[config.mk]
export PLATFORM = sky130hd
export DESIGN_NAME = mem_port_arbiter
export DESIGN_NICKNAME = d
export VERILOG_FILES = /design/src/rtl/mem_port_arbiter_pkg.sv /design/src/rtl/mem_arb_grant.sv /design/src/rtl/mem_port_arbiter.sv
export SDC_FILE = /design/constraint.sdc
export NUM_CORES = 1
export LEC_CHECK = 0
export BUFFER_PORTS_ARGS = -buffer_cell sky130_fd_sc_hd__buf_2
export CAP_MARGIN = 25
export CORE_MARGIN = 3
export CORE_UTILIZATION = 50
export DETAILED_ROUTE_END_ITERATION = 8
export PLACE_DENSITY = 0.94
export SKIP_LAST_GASP = 1
export SYNTH_ARGS = -nofsm -noshare
export SYNTH_HDL_FRONTEND = slang
export SYNTH_SLANG_ARGS = --single-unit
[constraint.sdc]
create_clock -name clk -period 3.2 [get_ports clk]
set_input_delay 0.8 -clock clk [delete_from_list [all_inputs] [get_ports clk]]
set_output_delay 0.8 -clock clk [all_outputs]
set_load 0.01 [all_outputs]
[src/rtl/mem_port_arbiter_pkg.sv]
// Shared encodings for the IF/LS memory port arbiter: FSM states, owner tags
// and a helper for sizing small counters.
package mem_port_arbiter_pkg;

  typedef enum logic [1:0] {
    ARB_STATE_IDLE  = 2'd0,
    ARB_STATE_ISSUE = 2'd1,
    ARB_STATE_WAIT  = 2'd2,
    ARB_STATE_RESP  = 2'd3
  } arb_state_e;

  localparam logic ARB_OWNER_IF = 1'b0;
  localparam logic ARB_OWNER_LS = 1'b1;

  // Bits needed to hold the values 0..n, never less than one.
  function automatic int cnt_width(input int n);
    return (n < 1) ? 1 : $clog2(n + 1);
  endfunction

endpackage

[src/rtl/mem_arb_grant.sv]
// Combinational IF/LS grant with a registered anti-starvation streak counter.
// Handshake: a requester is accepted in the cycle its valid and its ready are both high.
module mem_arb_grant
  import mem_port_arbiter_pkg::*;
#(
  parameter int MAX_LS_STREAK = 2
) (
  input  logic clk,
  input  logic reset_n,
  input  logic idle_i,
  input  logic if_valid_i,
  input  logic if_flush_i,
  input  logic ls_valid_i,
  output logic grant_if_o,
  output logic grant_ls_o
);

  localparam int SW = cnt_width(MAX_LS_STREAK);
  localparam logic [SW-1:0] MAX_S = SW'(MAX_LS_STREAK);

  logic [SW-1:0] streak_q, streak_d;
  logic          if_starved;

  always_comb begin
    if_starved = if_valid_i && !if_flush_i && (streak_q == MAX_S);
    grant_ls_o = idle_i && ls_valid_i && !if_starved;
    grant_if_o = idle_i && if_valid_i && !if_flush_i && !grant_ls_o;
  end

  // A flushed IF request is not a waiting requester, so an LS grant under
  // flush leaves the streak where it is.
  always_comb begin
    streak_d = streak_q;
    if (grant_ls_o) begin
      if (if_flush_i) begin
        streak_d = streak_q;
      end else if (if_valid_i) begin
        streak_d = (streak_q == MAX_S) ? streak_q : streak_q + SW'(1);
      end else begin
        streak_d = '0;
      end
    end else if (grant_if_o) begin
      streak_d = '0;
    end
  end

  always_ff @(posedge clk or negedge reset_n) begin
    if (!reset_n) begin
      streak_q <= '0;
    end else begin
      streak_q <= streak_d;
    end
  end

endmodule

[src/rtl/mem_port_arbiter.sv]
// Shares one single-ported synchronous memory between instruction fetch and
// load/store, one transaction in flight, LS priority with IF anti-starvation.
module mem_port_arbiter
  import mem_port_arbiter_pkg::*;
#(
  parameter int ADDR_W        = 32,
  parameter int DATA_W        = 32,
  parameter int MEM_LATENCY   = 1,
  parameter int MAX_LS_STREAK = 2
) (
  input  logic              clk,
  input  logic              reset_n,
  input  logic              if_req_valid,
  input  logic [ADDR_W-1:0] if_req_addr,
  output logic              if_req_ready,
  input  logic              if_flush,
  output logic              if_rsp_valid,
  output logic [DATA_W-1:0] if_rsp_data,
  input  logic              ls_req_valid,
  input  logic              ls_req_we,
  input  logic [ADDR_W-1:0] ls_req_addr,
  input  logic [DATA_W-1:0] ls_req_wdata,
  output logic              ls_req_ready,
  output logic              ls_rsp_valid,
  output logic [DATA_W-1:0] ls_rsp_data,
  output logic              mem_en,
  output logic              mem_we,
  output logic [ADDR_W-1:0] mem_addr,
  output logic [DATA_W-1:0] mem_wdata,
  input  logic [DATA_W-1:0] mem_rdata,
  output logic              busy,
  output logic [1:0]        dbg_state
);

  localparam int LW = cnt_width(MEM_LATENCY);
  localparam logic [LW-1:0] LAT = LW'(MEM_LATENCY);

  arb_state_e        state_q, state_d;
  logic              owner_q, owner_d;
  logic              we_q, we_d;
  logic [ADDR_W-1:0] addr_q, addr_d;
  logic [DATA_W-1:0] wdata_q, wdata_d;
  logic [DATA_W-1:0] rdata_q, rdata_d;
  logic [LW-1:0]     lat_q, lat_d;
  logic              drop_q, drop_d;
  logic              idle, grant_if, grant_ls, accept;

  assign idle   = (state_q == ARB_STATE_IDLE);
  assign accept = grant_if || grant_ls;

  mem_arb_grant #(
    .MAX_LS_STREAK(MAX_LS_STREAK)
  ) u_grant (
    .clk       (clk),
    .reset_n   (reset_n),
    .idle_i    (idle),
    .if_valid_i(if_req_valid),
    .if_flush_i(if_flush),
    .ls_valid_i(ls_req_valid),
    .grant_if_o(grant_if),
    .grant_ls_o(grant_ls)
  );

  always_ff @(posedge clk or negedge reset_n) begin
    if (!reset_n) begin
      state_q <= ARB_STATE_IDLE;
    end else begin
      state_q <= state_d;
    end
  end

  always_comb begin
    state_d = state_q;
    case (state_q)
      ARB_STATE_IDLE:  if (accept) state_d = ARB_STATE_ISSUE;
      ARB_STATE_ISSUE: state_d = we_q ? ARB_STATE_RESP : ARB_STATE_WAIT;
      ARB_STATE_WAIT:  if (lat_q == LAT) state_d = ARB_STATE_RESP;
      ARB_STATE_RESP:  state_d = ARB_STATE_IDLE;
      default:         state_d = ARB_STATE_IDLE;
    endcase
  end

  always_comb begin
    owner_d = owner_q;
    we_d    = we_q;
    addr_d  = addr_q;
    wdata_d = wdata_q;
    rdata_d = rdata_q;
    lat_d   = lat_q;
    drop_d  = drop_q;
    case (state_q)
      ARB_STATE_IDLE: begin
        drop_d = 1'b0;
        if (accept) begin
          owner_d = grant_ls ? ARB_OWNER_LS : ARB_OWNER_IF;
          we_d    = grant_ls && ls_req_we;
          addr_d  = grant_ls ? ls_req_addr : if_req_addr;
          wdata_d = grant_ls ? ls_req_wdata : '0;
        end
      end
      ARB_STATE_ISSUE: begin
        lat_d   = LW'(1);
        rdata_d = '0;
      end
      ARB_STATE_WAIT: begin
        lat_d = lat_q + LW'(1);
        if (lat_q == LAT) rdata_d = mem_rdata;
      end
      default: ;
    endcase
    // A branch anywhere after an IF accept kills that fetch's response.
    if (!idle && owner_q == ARB_OWNER_IF && if_flush) drop_d = 1'b1;
  end

  always_ff @(posedge clk or negedge reset_n) begin
    if (!reset_n) begin
      owner_q <= ARB_OWNER_IF;
      we_q    <= 1'b0;
      addr_q  <= '0;
      wdata_q <= '0;
      rdata_q <= '0;
      lat_q   <= '0;
      drop_q  <= 1'b0;
    end else begin
      owner_q <= owner_d;
      we_q    <= we_d;
      addr_q  <= addr_d;
      wdata_q <= wdata_d;
      rdata_q <= rdata_d;
      lat_q   <= lat_d;
      drop_q  <= drop_d;
    end
  end

  always_comb begin
    if_req_ready = reset_n && grant_if;
    ls_req_ready = reset_n && grant_ls;
    mem_en       = (state_q == ARB_STATE_ISSUE);
    mem_we       = mem_en && we_q;
    mem_addr     = mem_en ? addr_q : '0;
    mem_wdata    = mem_we ? wdata_q : '0;
    if_rsp_valid = (state_q == ARB_STATE_RESP) && (owner_q == ARB_OWNER_IF) && !drop_q && !if_flush;
    if_rsp_data  = if_rsp_valid ? rdata_q : '0;
    ls_rsp_valid = (state_q == ARB_STATE_RESP) && (owner_q == ARB_OWNER_LS);
    ls_rsp_data  = ls_rsp_valid ? rdata_q : '0;
    busy         = !idle;
    dbg_state    = state_q;
  end

endmodule

==> reports/results.txt <==
The number of synthesized register bits works out to 104. In the synthesized netlist, the cells that appear most often are dfrtp_1 (104), and3_1 (96), and2_1 (68). Along the worst path, the maximum fanout reaches 36. Buffers inserted during clock tree synthesis total 9. The synthesized design spends more area on one cell type than any other, namely dfrtp_1. The share of synthesized area occupied by flip-flops and latches was 46.1%; the total number of vias was 5422. For the pin with the worst max-slew slack, the measured transition is 851 ps. The total count of max-transition violations in the final report is 0, and the share of the core filled with cells is 66.9%. The post-synth net total came out at 708. Counting flops with a built-in enable in the synthesized netlist gives 0.

The total I/O pin count was 271; the first-iteration detailed-routing DRC count was 507. The number of buffers inserted for hold repair after clock tree synthesis was 0; the depth of the worst register-to-register path was 6. The relative area change from synthesis to final layout is 29.7%, and the area share of and/or/nand/nor cells after synthesis is 20.4%. The hold path depth was 1; the proportion of layout cells with a drive suffix above 1 was 38.6%.

Power spread over the standard cell area amounts to 848 mW/mm^2. In this run, placement finished with an instance count of 934. The unique cell type count in the Yosys netlist is 36. The core region area came out at 0.0109 mm^2. From left edge to right edge, the die measures 112 um.

The largest net degree at the start of global routing is 49, and the HPWL after detailed placement is 12.0 mm. Timing analysis after detailed placement gives a worst setup slack of 426 ps. Buffers added to address setup during post-CTS repair amount to 0. The post-CTS clock slew at the launch and capture registers of the worst setup and hold paths came out at 70 ps. The logs give 0 for the number of design rule violations left after detail routing and 3 for the H-tree level count. The share of synthesized registers carrying an async set or reset is 100%. The number of detailed-route iterations in the first pass was 5. Port buffering added 270 buffers.

The proportion of netlist area held by the largest area contributor works out to 46.1%. The tools report the via count of the first global-routing pass as 5204. In this run the register-to-register setup slack is 1060 ps.

The worst pin sits at a relative slew slack of 43.2%. The detail route stage leaves a number of antenna-violating nets equal to 0. The global-route usage over all layers is 25.6%.

The clock passes through at most 2 buffers. At the end of the flow, the number of nets in the layout was 945. The flow ran to the end, and the final reports show no timing, DRC or antenna violations. For the row count, the log shows 38.

The final clock period utilization by the worst path came out at 93.7%. In the routed layout, each cell is associated on average with a via count of 5.71. Setup repair after global routing left no endpoint under its margin. The run gives 0 as the number of diodes added for antenna fixing. The total wire length was 16.7 mm.

The number of gates resized after cts came out at 0. The clock period could shrink to 3000 ps. The final critical-path setup slack was 201 ps. Count of maximum capacitance violations: 0. Across the VDD grid, the largest voltage drop is 0.433 mV. The critical path is of the flop to primary output type. The compound-gate portion of the synthesized area came out at 23.5%. Measured along the y axis, the die boundary spans 112 um. The total die area is 0.0126 mm^2, and the first-pass GRT wire length is 26.6 mm. End of the worst register-to-register path: u_grant.streak_q[1].

The worst hold path belongs to the class flop to flop. Initial antenna violation count: 0. The tools report the end of the worst hold path as wdata_q[27]. By instance count, the leading cell after synthesis is dfrtp_1.

The finished layout holds 950 standard cells, fillers aside. The hold violation count in the final report is 0, and the clock latency on the worst-skew pair is 330 ps. The signal arrival time at the worst endpoint was 2200 ps. The tree built by TritonCTS fans out to 104 sinks.

The element type at the critical path start is a flop. In the final routed layout, each cell accounts on average for 17.5 um. Setup violations remaining at the end of the flow were counted as 0. Number of synthesis warnings: 0. By area, the combinational part of the netlist is dominated by compound AO/OA/AOI/OAI gates. The synthesized-area fraction occupied by xor and xnor cells works out to 0%. The most used flip-flop cell after synthesis is dfrtp_1. The portion of netlist area occupied by mux cells is 0.200%.

For the synthesized area, the log shows 0.00564 mm^2. TritonCTS built the clock tree. Based on the critical path, the design can be clocked at up to 0.333 GHz.

The post-synthesis adder-cell area fraction was 1.33%. By area the synthesized netlist is led by dfrtp_1 (46%), and3_1 (11%), a22o_1 (10%). The global-route congestion overflow total came out at 0. The worst reg2reg path startpoint was dbg_state[0]. In this run the most critical hold path is launched from wdata_q[27]. The analysis attributes to cell leakage a power of 0.00434 uW. Routability-driven placement finished with a final weighted congestion of 0.853. For this configuration, the core starts out at a cell density of 51.6%. The tools report the worst clock skew on the final layout as 10.0 ps. In this run the mean area of a mapped cell was 9.93 um^2. STA classifies the critical path endpoint as a primary output. STA puts the critical path data required time at 2400 ps.

The cell count after synthesis came out at 568. Root buffer selected by CTS: clkbuf_16. Summed over all failing endpoints, the final setup total negative slack is 0 ps.
## routing by layer
metal / track usage (%) / vias to the layer above / share of wire [%]
met4: 8.57 / 0 / 2.2
met3: 3.18 / 29 / 6.7
met5: 0 / - / 0
met1: 34.9 / 2594 / 42
li1: - / 2541 / -
met2: 42.7 / 258 / 49
## area by class of cell
class,count,area [um^2]
Clock buffer,11,253
Clock inverter,5,48.8
Fill cell,907,3610
Inverter,40,150
Multi-Input combinational cell,360,2570
Sequential cell,104,2600
Tap cell,140,175
Timing Repair Buffer,290,1520
## cells by family (layout without fill, tap and decap cells)
logic type / count (synthesis) / in the layout
AO/OA/AOI/OAI: 172 / 172
AND/OR/NAND/NOR: 181 / 181
adder cells (fa/ha/maj): 6 / 6
multiplexers: 1 / 1
buffers and inverters: 104 / 346
flip-flops: 104 / 104
## worst max path at each step
stage / to / start
finish: ls_req_ready / dbg_state[0]
global route: ls_req_ready / dbg_state[0]
CTS: ls_req_ready / dbg_state[0]
detailed placement: ls_req_ready / if_flush
global placement: ls_req_ready / if_flush
floorplan: if_req_ready / ls_req_valid
## critical path: stages, from the launching register on
cell and delay, ps:
dfrtp_1 440, inv_1 150, ha_1 290, nand2_1 190, nor2_8 460, and2_1 190
buf_2 140
## power breakdown
part	switching, uW	internal [uW]	leakage (uW)	total [uW]
combinational	1580	1260	0.00292	2840
clock	497	586	0.000150	1080
sequential	397	1890	0.00127	2290
total	2470	3740	0.00434	6210
## registers in the layout, summed over array words and instances (netlist names)
name	count
addr_q	32
u_grant.streak_q	2
dbg_state	2
we_q	1
rdata_q	32
owner_q	1
wdata_q	32
drop_q	1
lat_q	1
## per-stage QoR
step                      area, um^2  power [uW]  hold slack (ps)
final                           7320        6210              492
after global routing            7320        6640              501
after CTS                       7320        6230              496
after detailed placement        7020        5120              479
after global placement          7020        5020              475
after floorplan                 5640        4150              459
## cell usage in the layout (no fill, tap or decap), types with 2 or more instances in the layout
cell | synthesis | layout
buf_2 | 17 | 269
dfrtp_1 | 104 | 104
and3_1 | 96 | 96
and2_1 | 68 | 68
a22o_1 | 65 | 65
inv_1 | 38 | 38
o21ai_0 | 34 | 34
a221oi_1 | 32 | 32
a22oi_1 | 32 | 32
buf_4 | 3 | 20
clkbuf_16 | 0 | 9
ha_1 | 6 | 5
nor2_1 | 4 | 4
clkinv_4 | 0 | 3
nand2_1 | 2 | 2
nor3_1 | 2 | 2
nor2b_1 | 2 | 2
a21oi_1 | 2 | 2
clkbuf_8 | 0 | 2
inv_8 | 0 | 2
Note: power is estimated with default switching activity, not from simulation.
